**src/rtl/router_pkg.sv**
```systemverilog
// Shared types and constants for the router egress path: arbiter state
// encoding, header field positions and the idle grant code.
package router_pkg;

    typedef enum logic [1:0] {
        ST_IDLE  = 2'd0,
        ST_HDR   = 2'd1,
        ST_BODY  = 2'd2,
        ST_ABORT = 2'd3
    } arb_state_e;

    localparam int LEN_MSB = 7;
    localparam int LEN_LSB = 2;
    localparam int ADDR_W  = 2;

    localparam logic [1:0] GRANT_NONE = 2'b11;

    // Successor in the 0 -> 1 -> 2 -> 0 ring.
    function automatic logic [1:0] rr_next(input logic [1:0] idx);
        return (idx == 2'd0) ? 2'd1 : (idx == 2'd1) ? 2'd2 : 2'd0;
    endfunction

endpackage

```
**src/rtl/router_egress_arb_rr_pick3.sv**
```systemverilog
// Combinational 3-way round-robin picker: first requester after `last`,
// searched in the order last+1, last+2, last (mod 3).
module rr_pick3
    import router_pkg::*;
(
    input  logic [2:0] req,
    input  logic [1:0] last,
    output logic [1:0] grant,
    output logic       any
);

    logic [1:0] base, c1, c2;

    // An out-of-range `last` behaves like 2, so FIFO 0 is tried first.
    assign base = (last == 2'd3) ? 2'd2 : last;
    assign c1   = rr_next(base);
    assign c2   = rr_next(c1);
    assign any  = |req;

    always_comb begin
        grant = GRANT_NONE;
        if (req[c1])
            grant = c1;
        else if (req[c2])
            grant = c2;
        else if (req[base])
            grant = base;
    end

endmodule

```
**src/rtl/router_egress_arb.sv**
```systemverilog
// Packet-locked round-robin drain of three FWFT FIFOs onto one egress link,
// with on-the-fly parity check and a stall timeout that soft-resets the FIFO.
module router_egress_arb
    import router_pkg::*;
#(
    parameter int TIMEOUT = 30,
    parameter int DW      = 8
) (
    input  logic          clock,
    input  logic          resetn,
    input  logic [2:0]    fifo_empty,
    input  logic [DW-1:0] fifo_dout_0,
    input  logic [DW-1:0] fifo_dout_1,
    input  logic [DW-1:0] fifo_dout_2,
    output logic [2:0]    read_enb,
    output logic [DW-1:0] out_data,
    output logic          out_valid,
    input  logic          out_ready,
    output logic          out_sop,
    output logic          out_eop,
    output logic          parity_err,
    output logic [2:0]    soft_reset,
    output logic [1:0]    grant
);

    localparam int SW = (TIMEOUT > 2) ? $clog2(TIMEOUT) : 1;

    arb_state_e    state, state_nxt;
    logic [1:0]    grant_q, last_q;
    logic [DW-1:0] remain, par_acc;
    logic [SW-1:0] stall;
    logic          parity_err_q;
    logic [2:0]    soft_reset_q;

    logic [1:0]    pick;
    logic          pick_any;
    logic [DW-1:0] head;
    logic          head_empty;
    logic          active, xfer, last_beat, stall_hit;

    rr_pick3 u_pick (
        .req   (~fifo_empty),
        .last  (last_q),
        .grant (pick),
        .any   (pick_any)
    );

    always_comb begin
        head       = '0;
        head_empty = 1'b1;
        case (grant_q)
            2'd0:    begin head = fifo_dout_0; head_empty = fifo_empty[0]; end
            2'd1:    begin head = fifo_dout_1; head_empty = fifo_empty[1]; end
            2'd2:    begin head = fifo_dout_2; head_empty = fifo_empty[2]; end
            default: ;
        endcase
    end

    // Egress beat path is purely combinational from the registered grant.
    always_comb begin
        active    = (state == ST_HDR) || (state == ST_BODY);
        out_valid = active & ~head_empty;
        out_data  = out_valid ? head : '0;
        xfer      = out_valid & out_ready;
        read_enb  = xfer ? (3'b001 << grant_q) : 3'b000;
        last_beat = (state == ST_BODY) && (remain == DW'(1));
        out_sop   = (state == ST_HDR) & out_valid;
        out_eop   = last_beat & out_valid;
        stall_hit = !xfer && (stall == SW'(TIMEOUT - 1));
    end

    always_comb begin
        state_nxt = state;
        case (state)
            ST_IDLE:  if (pick_any) state_nxt = ST_HDR;
            ST_HDR: begin
                if (xfer)           state_nxt = ST_BODY;
                else if (stall_hit) state_nxt = ST_ABORT;
            end
            ST_BODY: begin
                if (xfer && last_beat) state_nxt = ST_IDLE;
                else if (stall_hit)    state_nxt = ST_ABORT;
            end
            ST_ABORT: state_nxt = ST_IDLE;
            default:  state_nxt = ST_IDLE;
        endcase
    end

    always_ff @(posedge clock) begin
        if (!resetn)
            state <= ST_IDLE;
        else
            state <= state_nxt;
    end

    always_ff @(posedge clock) begin
        if (!resetn) begin
            grant_q      <= GRANT_NONE;
            last_q       <= 2'd2;
            remain       <= '0;
            par_acc      <= '0;
            stall        <= '0;
            parity_err_q <= 1'b0;
            soft_reset_q <= 3'b000;
        end else begin
            parity_err_q <= 1'b0;
            soft_reset_q <= 3'b000;
            case (state)
                ST_IDLE: begin
                    if (pick_any) begin
                        grant_q <= pick;
                        last_q  <= pick;
                        stall   <= '0;
                    end
                end
                ST_HDR, ST_BODY: begin
                    if (xfer) begin
                        stall <= '0;
                        if (state == ST_HDR) begin
                            remain  <= DW'(head[LEN_MSB:LEN_LSB]) + DW'(1);
                            par_acc <= head;
                        end else begin
                            remain  <= remain - DW'(1);
                            par_acc <= par_acc ^ head;
                            if (last_beat) begin
                                parity_err_q <= (par_acc != head);
                                grant_q      <= GRANT_NONE;
                            end
                        end
                    end else if (stall_hit) begin
                        // Pulse lines up with the single ABORT cycle.
                        soft_reset_q <= 3'b001 << grant_q;
                        stall        <= '0;
                    end else begin
                        stall <= stall + SW'(1);
                    end
                end
                ST_ABORT: grant_q <= GRANT_NONE;
                default:  grant_q <= GRANT_NONE;
            endcase
        end
    end

    assign parity_err = parity_err_q;
    assign soft_reset = soft_reset_q;
    assign grant      = grant_q;

endmodule

```
**config.mk**
```make
export PLATFORM = sky130hd
export DESIGN_NAME = router_egress_arb
export DESIGN_NICKNAME = d
export VERILOG_FILES = /design/src/rtl/router_pkg.sv /design/src/rtl/router_egress_arb_rr_pick3.sv /design/src/rtl/router_egress_arb.sv
export SDC_FILE = /design/constraint.sdc
export NUM_CORES = 1
export LEC_CHECK = 0
export CAP_MARGIN = 40
export CORE_MARGIN = 1
export CORE_UTILIZATION = 35
export CTS_CLUSTER_SIZE = 24
export DETAILED_ROUTE_END_ITERATION = 10
export PLACE_DENSITY = 0.72
export SLEW_MARGIN = 5
export SYNTH_ARGS = -nofsm -noshare
export SYNTH_HDL_FRONTEND = slang
export SYNTH_SLANG_ARGS = --single-unit
```
**constraint.sdc**
```tcl
create_clock -name clock -period 2.92 [get_ports clock]
set_clock_uncertainty 0.15 [all_clocks]
set_input_delay 0.292 -clock clock [delete_from_list [all_inputs] [get_ports clock]]
set_output_delay 0.292 -clock clock [all_outputs]
set_load 0.05 [all_outputs]
```
# --- After elaboration in Yosys (flattened, before gate mapping) ---
# Index checks and enable logic that the tools add are counted.
totals:
  word_cells: 94
  reg_bits: 31
  out_inout_bits: 20
  in_bits: 30
classes:
  n_bitwise: 12
  addsub: 3
  eq_ne: 15
  n_reduce_logical: 18
  shift: 1
  muxes: 34
  magnitude_cmp: 3
ops:
  columns: ["operator", "count"]
  rows:
  - ["$mux 2", 16]
  - ["$mux 8", 3]
  - ["$pmux 8 s3", 1]
  - ["$mux 5", 3]
  - ["$pmux 5 s2", 1]
  - ["$lt 2x3->1 const B", 3]
  - ["$eq 2x1->1 const B", 4]
  - ["$eq 2x2->1 const B", 4]
  - ["$eq 8x1->1 const B", 1]
  - ["$logic_not 2->1", 4]
  - ["$ne 2x2->1 const B", 4]
  - ["$ne 8x8->1", 1]
  - ["$pmux 2 s4", 1]
  - ["$sub 8x1->8 const B", 1]
  - ["$xor 8x8->8", 1]
  - ["$add 6x1->7 const B", 1]
  - ["$bmux 1 s2", 3]
  - ["$not 1->1", 6]
  - ["$pmux 2 s3", 1]
  - ["$reduce_and 2->1", 3]
  - ["$add 5x1->5 const B", 1]
  - ["$eq 5x5->1 const B", 1]
  - ["$reduce_or 5->1", 1]
  - ["$and 1x1->1", 4]
  - ["13 further kinds", 17]

# --- Depth between registers and ports, before layout ---
# Gate-level depths: netlist of run 1.
logic_depth:
  depth_word: 14
  mapped_depth: 9
  depth_no_buf: 7

# --- Modules after synthesis ---
# A second synthesis of run 1 with hierarchy kept.
hier_totals:
  hier_cells: 271
  hier_area_um2: 2247.2
modules_own_cells:
  columns: ["module", "cells_each", "seq_area_each_um2", "area_per_inst_um2", "instances"]
  rows:
  - ["router_egress_arb", 265, 620.6, 2205.9, 1]
  - ["rr_pick3", 6, 0.0, 41.3, 1]

# --- Worst setup path before layout of run 1 ---
# OpenSTA, ideal clock, no wires.
synth_path:
  path_kind: "flip-flop to output port"
  startpoint: "reg grant_q[0], in the netlist grant[0]"
  endpoint: "out read_enb[1]"
  path_slack_ps: -295
  t_arrival_ps: 2773
  path_stages_with_launch: 4
  path_buffers: 2
  required_ps: 2478
  cell_sequence: "dfxtp_1 buf_4 buf_2 nor4b_1"
synth_between:
  elab_chain_len: 6
  word_cells_on_any_way: 9
  classes_between: "2 x eq/ne; 1 x shift; 2 x mux; 3 x bitwise; 1 x reduce/logical"
synth_rtl:
  columns: ["element", "line", "text"]
  rows:
  - ["from (decl)", "router_egress_arb.sv:29", "logic [1:0] grant_q, last_q;"]
  - ["from (signal assigned)", "router_egress_arb.sv:111", "grant_q <= pick;"]
  - ["$eq 2x2->1 (tied with other cells)", "router_egress_arb.sv:51", "case (grant_q)"]
  - ["$pmux 1 s3", "router_egress_arb.sv:51", null]
  - ["$not 1->1", "router_egress_arb.sv:62", "out_valid = active & ~head_empty;"]
  - ["$and 1x1->1", "router_egress_arb.sv:62", null]
  - ["$and 1x1->1", "router_egress_arb.sv:64", "xfer = out_valid & out_ready;"]
  - ["$mux 3 *", "router_egress_arb.sv:65", "read_enb = xfer ? (3'b001 << grant_q) : 3'b000;"]
  - ["to (decl)", "router_egress_arb.sv:15", "output logic [2:0] read_enb,"]
# Mark *: on every way between the ends. The rest lies on a longest branch, timed or not.

# --- Worst setup path after layout of run 1 ---
layout_path:
  startpoint: "reg state[0]"
  endpoint: "out read_enb[2]"
layout_between:
  elab_chain_len: 5
  word_cells_on_any_way: 6
  classes_between: "2 x eq/ne; 1 x mux; 2 x bitwise; 1 x reduce/logical"
layout_rtl:
  columns: ["element", "line", "text"]
  rows:
  - ["from (decl)", "router_egress_arb.sv:28", "arb_state_e state, state_nxt;"]
  - ["from (signal assigned)", "router_egress_arb.sv:93", "state <= state_nxt;"]
  - ["$eq 2x1->1 / $eq 2x2->1 (equally long branches)", "router_egress_arb.sv:61", "active = (state == ST_HDR) || (state == ST_BODY);"]
  - ["$logic_or 1x1->1 *", "router_egress_arb.sv:61", null]
  - ["$and 1x1->1 *", "router_egress_arb.sv:62", null]
  - ["$and 1x1->1 *", "router_egress_arb.sv:64", null]
  - ["$mux 3 *", "router_egress_arb.sv:65", null]
# Marked as above.

==> run summary, run 1 <==
Flops & latches, synth -> 31
# DRC -> 0
CTS max path bufs -> 2
Initial DRC Count -> 135
Num CTS Buffers -> 5
CTS tree -> yes
Async set-reset flop share out of synthesis -> 0
Arr. time, crit path -> 2.32 ns
Syn nets -> 306
Max Fclk -> 363 MHz
Largest net degree at the start of global routing -> 27
Syn avg cell area -> 7.95 um2
Diode count -> 0
Avg WL per Cell -> 15.0 um
First-pass GRT wire length -> 9560 um
Top area cells in the synthesized netlist -> dfxtp_1, nand2_1, xor2_1, ha_1, mux2i_1
Sequential area share after synthesis -> 0.292
Post-synth EDFFs -> 0
All-Layer GR Usage -> 0.192
Final min period -> 2.76 ns
Clock transition at path regs -> 0.07 ns
Total power after layout -> 0.00133 W
Top-count cell post-synth -> nand2_1
Final nets -> 352
Antenna violations before repair -> 0
Post-synth top area cell -> dfxtp_1
Peak VDD IR -> 232 uV
Num rows -> 27
Most common flop cell mapped by yosys -> dfxtp_1
Slowest CP cell -> clkdlybuf4s50_1
Core box area -> 0.00568 mm2
Critical Path Source Type -> flop
Detail Route Antenna Nets -> 0
Die width -> 79.9 um
Yosys cell types -> 45
Worst-path cell chain -> inv_1, ha_1, nand4b_1, nor2_1, clkdlybuf4s50_1
DR vias -> 2,153
Post-Place Cell Area -> 0.00280 mm2
Worst-path fanout max -> 8
Aggregate routed wire length -> 5790 um
R2R Setup Slk -> 0.39 ns
Yosys warnings -> 0
Clk sink count -> 31
Pwr dens -> 462 mW/mm2
Final global-route overflow total -> 0
Pleak -> 1.15 nW
Min-Delay Path Class -> flop to flop
FF+latch area -> 621 um2
GPL Wtd Cong -> 0.947
Routed vias/inst -> 5.58
Slew Limit Fails -> 0
Top cells by count, synth -> nand2_1, dfxtp_1, nor2_1
Clock root cell -> clkbuf_8
Setup crit end kind -> output port
Critical path class -> flop to output port
Fillers -> 517
Starting Density -> 0.374
Largest stage delay on the critical path -> 0.81 ns
Drt first pass iters -> 4
Mapped cell area -> 0.00212 mm2
Top-area cell type share of the netlist area -> 0.292
Crit share post-route -> 0.945
# setup viols final -> 0
Multi-input gate area -> 0.00140 mm2
Share of post-route cells with drive strength above 1 -> 0.102
Top-Level Pins -> 50
Number of H-tree levels -> 2
CP required -> 2.48 ns
Cells after Synth -> 267
Max cap viols -> 0
Die Height -> 79.9 um
Unrepaired setup endpoints after global routing -> false
Full die area -> 0.00638 mm2
Clk_lat worst skew -> 0.29 ns
Vias in the first global route -> 2,013
Outcome -> finished, final reports clean
Dpl hpwl -> 4200 um
Post-route setup TNS -> 0 ns
IO Port Bufs -> 49
Fin. Hold Viols -> 0
Worst-Margin Slew -> 0.637 ns
Area delta synth->final -> 36.0%
Slew headroom -> 0.576
Post-Layout Inst Area -> 0.00289 mm2
==> placed cells by master, fill, tap and decap left out, types with 2 or more instances in the layout <==
cell             instances
clkdlybuf4s50_1         36
nand2_1                 32
dfxtp_1                 31
nor2_1                  26
a21oi_1                 17
o21ai_0                 14
xor2_1                  13
mux2i_1                 11
buf_12                  11
inv_1                    9
nor2b_1                  9
a32oi_1                  9
ha_1                     9
nand3_1                  8
buf_4                    7
nand4_1                  6
nor4_1                   5
a211oi_1                 5
clkbuf_8                 5
o22ai_1                  4
o2bb2ai_2                4
o2bb2ai_1                4
xnor2_1                  3
nand2b_1                 2
o211ai_1                 2
o21a_1                   2
nor3b_1                  2
nor3_1                   2
and3_1                   2
o21ai_1                  2
or4_1                    2
clkbuf_1                 2
dlymetal6s2s_1           2
==> power breakdown <==
group / total (W) / switching, W / internal, W
sequential: 0.000483 / 0.0000338 / 0.000450
combinational: 0.000523 / 0.000305 / 0.000218
clock: 0.000327 / 0.000160 / 0.000167
total: 0.00133 / 0.000499 / 0.000835
==> worst paths after layout <==
path / cells past startpoint / endpoint / startpoint
worst max register to register: 8 / remain[3]$_SDFFE_PN0P_ / state[0]$_SDFFE_PN0N_
worst min register to register: 2 / par_acc[1]$_SDFFE_PN0P_ / par_acc[1]$_SDFFE_PN0P_
worst min-delay path: 2 / par_acc[1]$_SDFFE_PN0P_ / par_acc[1]$_SDFFE_PN0P_
worst max-delay path: 5 / read_enb[2] / state[0]$_SDFFE_PN0N_
==> stage by stage <==
stage / hold WS, ns / instances / setup slack, ns / util
after global placement: 0.327 / 378 / 0.372 / 0.493
after detailed placement: 0.336 / 378 / 0.325 / 0.493
after floorplan: 0.308 / 267 / 0.241 / -
final: 0.346 / 386 / 0.161 / 0.508
after CTS: 0.347 / 386 / 0.0307 / 0.507
after global routing: 0.371 / 386 / 0.0163 / 0.508
==> kinds of logic after synthesis <==
logic type	synth area share
xor+xnor	0.0660
simple gates	0.231
fa+ha+maj	0.0531
buf+inv	0.0531
mux	0.0590
compound gates	0.245
flops	0.292
==> worst max-delay path, delay by kind of cell (launching register included) <==
kind,cells,cell delay (ns)
buffers and inverters,2,0.90
and+or+nand+nor,2,0.35
adders and majority gates,1,0.45
DFF,1,0.33
==> registers in the layout, summed over array words and instances, names as in the netlist <==
register,cells
last_q,2
remain,8
parity_err,1
soft_reset,3
grant,2
state,2
par_acc,8
stall,5
==> layer usage <==
metal | routed length [um] | up-vias | GRT usage
met5 | 0 | - | 0
met3 | 378 | 8 | 0.0366
met2 | 2740 | 67 | 0.318
met1 | 2580 | 1013 | 0.248
li1 | - | 1065 | -
met4 | 87 | 0 | 0.0661
==> layout make-up <==
type | instances | area share
flip-flops and latches | 31 | 0.215
clock buffers | 7 | 0.0265
multi-input cells | 210 | 0.486
repair buffers | 56 | 0.228
well taps | 72 | 0.0312
inverters | 9 | 0.0117
clock inverters | 1 | 0.00173
==> repair_timing <==
action | 4_1_cts | 5_1_grt
endpoints found under the setup margin | 0 | 2
endpoints found under the hold margin | 0 | 0
hold buffers | 0 | 0
setup buffers | 0 | 0
resized for setup | 0 | 2
Power figures use the tool's default switching activity.
==> inputs of run 2 (changes only) <==
--- a/config.mk
+++ b/config.mk
@@ -10,8 +10,9 @@
 export CORE_UTILIZATION = 35
 export CTS_CLUSTER_SIZE = 24
 export DETAILED_ROUTE_END_ITERATION = 10
-export PLACE_DENSITY = 0.72
+export PLACE_DENSITY = 0.71
 export SLEW_MARGIN = 5
 export SYNTH_ARGS = -nofsm -noshare
 export SYNTH_HDL_FRONTEND = slang
+export SYNTH_HIERARCHICAL = 1
 export SYNTH_SLANG_ARGS = --single-unit
==> run 2 against run 1 <==
Clock-buffer cell count grew 1. Via count decreased by 3.0%. Routed wire length is 4.4% lower. First-iteration DRC count is 27% lower. Area after synthesis increased by 5.9%. Core utilization is 1.3 points lower. Sequential power decreased by 6.2%. Cell area grew 4.0%. Power decreased by 13%. Die area up 5.7%. Sequential share of layout area is 0.83 points lower. Worst hold slack worse by 0.023 ns. Critical endpoint is now read_enb[1].
==> run summary, run 2 <==
Outcome -> finished, final reports clean
Critical path class -> flop to output port
Sequential area share after synthesis -> 0.276 (-0.0163)
Clock transition at path regs -> 0.06 ns (about the same)
Top-Level Pins -> 50 (unchanged)
Main combinational cell family by area after synthesis -> compound AO/OA/AOI/OAI gates
Worst-path cell chain -> inv_1, ha_1, nand2_1, nor3_2, clkdlybuf4s50_1
R2r worst-path depth -> 8 (unchanged)
Avg WL per Cell -> 14.1 um (-6.1%)
Core box area -> 0.00606 mm2 (+6.8%)
Peak VDD IR -> 185 uV (-20%)
Xor/xnor share of the synthesized area -> 0.0624 (-0.00368)
Detail Route Antenna Nets -> 0 (unchanged)
# DRC -> 0 (unchanged)
Syn nets -> 310 (+1.3%)
# setup viols final -> 0 (unchanged)
Yosys warnings -> 6 (+6)
Routed vias/inst -> 5.32 (-4.7%)
GPL Wtd Cong -> 0.772 (-18%)
Crit share post-route -> 0.939 (-0.00608)
Number of H-tree levels -> 2 (unchanged)
Num rows -> 28 (+3.7%)
R2R Setup Slk -> 0.41 ns (+0.02 ns)
Simple-gate share of the synthesized area -> 0.237 (+0.00606)
Post-synth EDFFs -> 0 (unchanged)
Diode count -> 0 (unchanged)
Max Fclk -> 365 MHz (+0.65%)
Syn avg cell area -> 8.29 um2 (+4.3%)
Dpl hpwl -> 4110 um (-2.3%)
Drt first pass iters -> 4 (unchanged)
Top area cells in the synthesized netlist -> dfxtp_1, o2bb2ai_4, nand2_1, ha_1, a21oi_1
Fin. Hold Viols -> 0 (unchanged)
Clk_lat worst skew -> 0.29 ns (about the same)
Unrepaired setup endpoints after global routing -> false
Mapped cell area -> 0.00225 mm2 (+5.9%)
Slew Limit Fails -> 0 (unchanged)
Clock root cell -> clkbuf_8
Die width -> 82.1 um (+2.8%)
CP required -> 2.48 ns (about the same)
Fraction of synthesized area in multiplexers -> 0.0406 (-0.0183)
IO Port Bufs -> 49 (unchanged)
Commonest non-fill, non-tap cell in the layout -> clkdlybuf4s50_1
Crit path max-delay family -> buffers and inverters
Antenna violations before repair -> 0 (unchanged)
Pleak -> 1.15 nW (+0.15%)
Clk sink count -> 31 (unchanged)
Max cap viols -> 0 (unchanged)
Largest net degree at the start of global routing -> 27 (unchanged)
Final nets -> 356 (+1.1%)
All-Layer GR Usage -> 0.169 (-0.0235)
Vias in the first global route -> 1,967 (-2.3%)
Worst min-delay path startpoint -> remain[6]$_SDFFE_PN0P_
Pwr dens -> 388 mW/mm2 (-16%)
Flops & latches, synth -> 31 (unchanged)
Post-route setup TNS -> 0 ns (unchanged)
Most common flop cell mapped by yosys -> dfxtp_1
Aggregate routed wire length -> 5530 um (-4.4%)
CTS max path bufs -> 2 (unchanged)
Worst-Margin Slew -> 0.611 ns (-0.0260 ns)
Post-synth top area cell -> dfxtp_1
Top-area cell type share of the netlist area -> 0.276 (-0.0163)
Area delta synth->final -> 33.5%
R2r startpoint -> state[0]$_SDFFE_PN0N_
Largest stage delay on the critical path -> 0.83 ns (+0.02 ns)
Finished Core Util -> 0.495 (-0.0133)
Synth Area in Compound Gates -> 0.268 (+0.0225)
Arr. time, crit path -> 2.30 ns (-0.02 ns)
Yosys cell types -> 53 (+18%)
Critical Path Source Type -> flop
Fillers -> 571 (+10%)
Setup crit end kind -> output port
Async set-reset flop share out of synthesis -> 0 (unchanged)
Final global-route overflow total -> 0 (unchanged)
Full die area -> 0.00674 mm2 (+5.7%)
Final min period -> 2.74 ns (-0.0178 ns)
Share of post-route cells with drive strength above 1 -> 0.132 (+0.0302)
First-pass GRT wire length -> 8690 um (-9.2%)
Slew headroom -> 0.593 (+0.0174)
Top cells by count, synth -> dfxtp_1, nand2_1, nor2_1
Post-Synth Adder-Cell Area -> 0.0501 (-0.00295)
Hold-critical path depth -> 2 (unchanged)
DR vias -> 2,089 (-3.0%)
Worst setup path startpoint -> state[0]$_SDFFE_PN0N_
Starting Density -> 0.371 (-0.00313)
CTS tree -> yes
Cells after Synth -> 271 (+1.5%)
Min-Delay Path Class -> flop to flop
Worst path bufs/invs -> 2 (unchanged)
Worst-path fanout max -> 7 (-1)
Die Height -> 82.1 um (+2.8%)
Slowest CP cell -> clkdlybuf4s50_1
Num CTS Buffers -> 5 (unchanged)
Initial DRC Count -> 98 (-27%)
Largest regs -> par_acc x8, remain x8, stall x5
Worst Hold Path EP -> remain[6]$_SDFFE_PN0P_
Most frequent cells in the layout -> clkdlybuf4s50_1, nand2_1, dfxtp_1
R2R Path End -> grant[0]$_SDFFE_PN1P_
[run 2: cell types whose count changed after synthesis, moves of 4 or more]
cell and change:
o2bb2ai_2 -4, clkbuf_1 -4, inv_1 +4, o21ai_0 -7
nand3b_1 +4, a21oi_1 +5, o2bb2ai_4 +5
[run 2: layout make-up]
type / count / area, um2 / area share
Tap cell: 75 / 93.8 / 0.0313
Clock buffer: 8 / 100 / 0.0334
Sequential cell: 31 / 621 / 0.207
Timing Repair Buffer: 54 / 643 / 0.214
Inverter: 14 / 52.6 / 0.0175
Multi-Input combinational cell: 211 / 1490 / 0.497
[run 2: power by group]
| part | internal (W) | switching, W |
|---|---|---|
| registers | 0.000438 | 0.0000148 |
| clock network | 0.000215 | 0.000164 |
| logic | 0.000144 | 0.000188 |
| total | 0.000797 | 0.000367 |
[run 2: how the worst max path moves through the flow]
stage,to,slack [ns],cells past startpoint
2_1_floorplan,read_enb[0],0.02,3
3_3_place_gp,read_enb[2],0.48,5
3_5_place_dp,read_enb[0],0.38,5
4_1_cts,read_enb[0],0.06,5
5_1_grt,read_enb[1],0.08,5
6_report,read_enb[1],0.18,5
[run 2: repair_timing]
item | CTS | global route
setup endpoints to repair | 0 | 2
buffers inserted | 0 | 0
hold endpoints to repair | 0 | 0
hold buffers | 0 | 0
gates resized for setup | 0 | 2
[run 2: cells by family after synthesis]
kind of cell,after synthesis
AOI/OAI and AO/OA,73
muxes,9
xor gates and xnor gates,16
buffers and inverters,29
adders and majority gates,9
and+or+nand+nor,104
DFF,31
[run 2: worst register-to-register path: stages (launching register included)]
cell      delay (ns)
dfxtp_1         0.35
inv_1           0.10
ha_1            0.41
nand2_1         0.17
o32a_2          0.55
nand2_1         0.19
o211ai_1        0.15
nor3b_1         0.23
o21ai_1         0.08
[run 2: metal layers]
metal	vias up	routed length, um	track usage
li1	1069	-	-
met3	5	344	0.0352
met2	56	2620	0.293
met4	0	63	0.0649
met5	-	0	0
met1	959	2500	0.202
[run 2: through the flow]
| step | cell area, um2 | instances | hold WS [ns] | worst slack (ns) | total power, W |
|---|---|---|---|---|---|
| 5_1_grt | 3000 | 393 | 0.346 | 0.0773 | 0.00122 |
| 3_3_place_gp | 2900 | 385 | 0.303 | 0.479 | 0.000789 |
| 6_report | 3000 | 393 | 0.323 | 0.179 | 0.00116 |
| 2_1_floorplan | 2260 | 271 | 0.281 | 0.0160 | 0.000700 |
| 3_5_place_dp | 2900 | 385 | 0.315 | 0.376 | 0.000794 |
| 4_1_cts | 3000 | 393 | 0.324 | 0.0591 | 0.00118 |
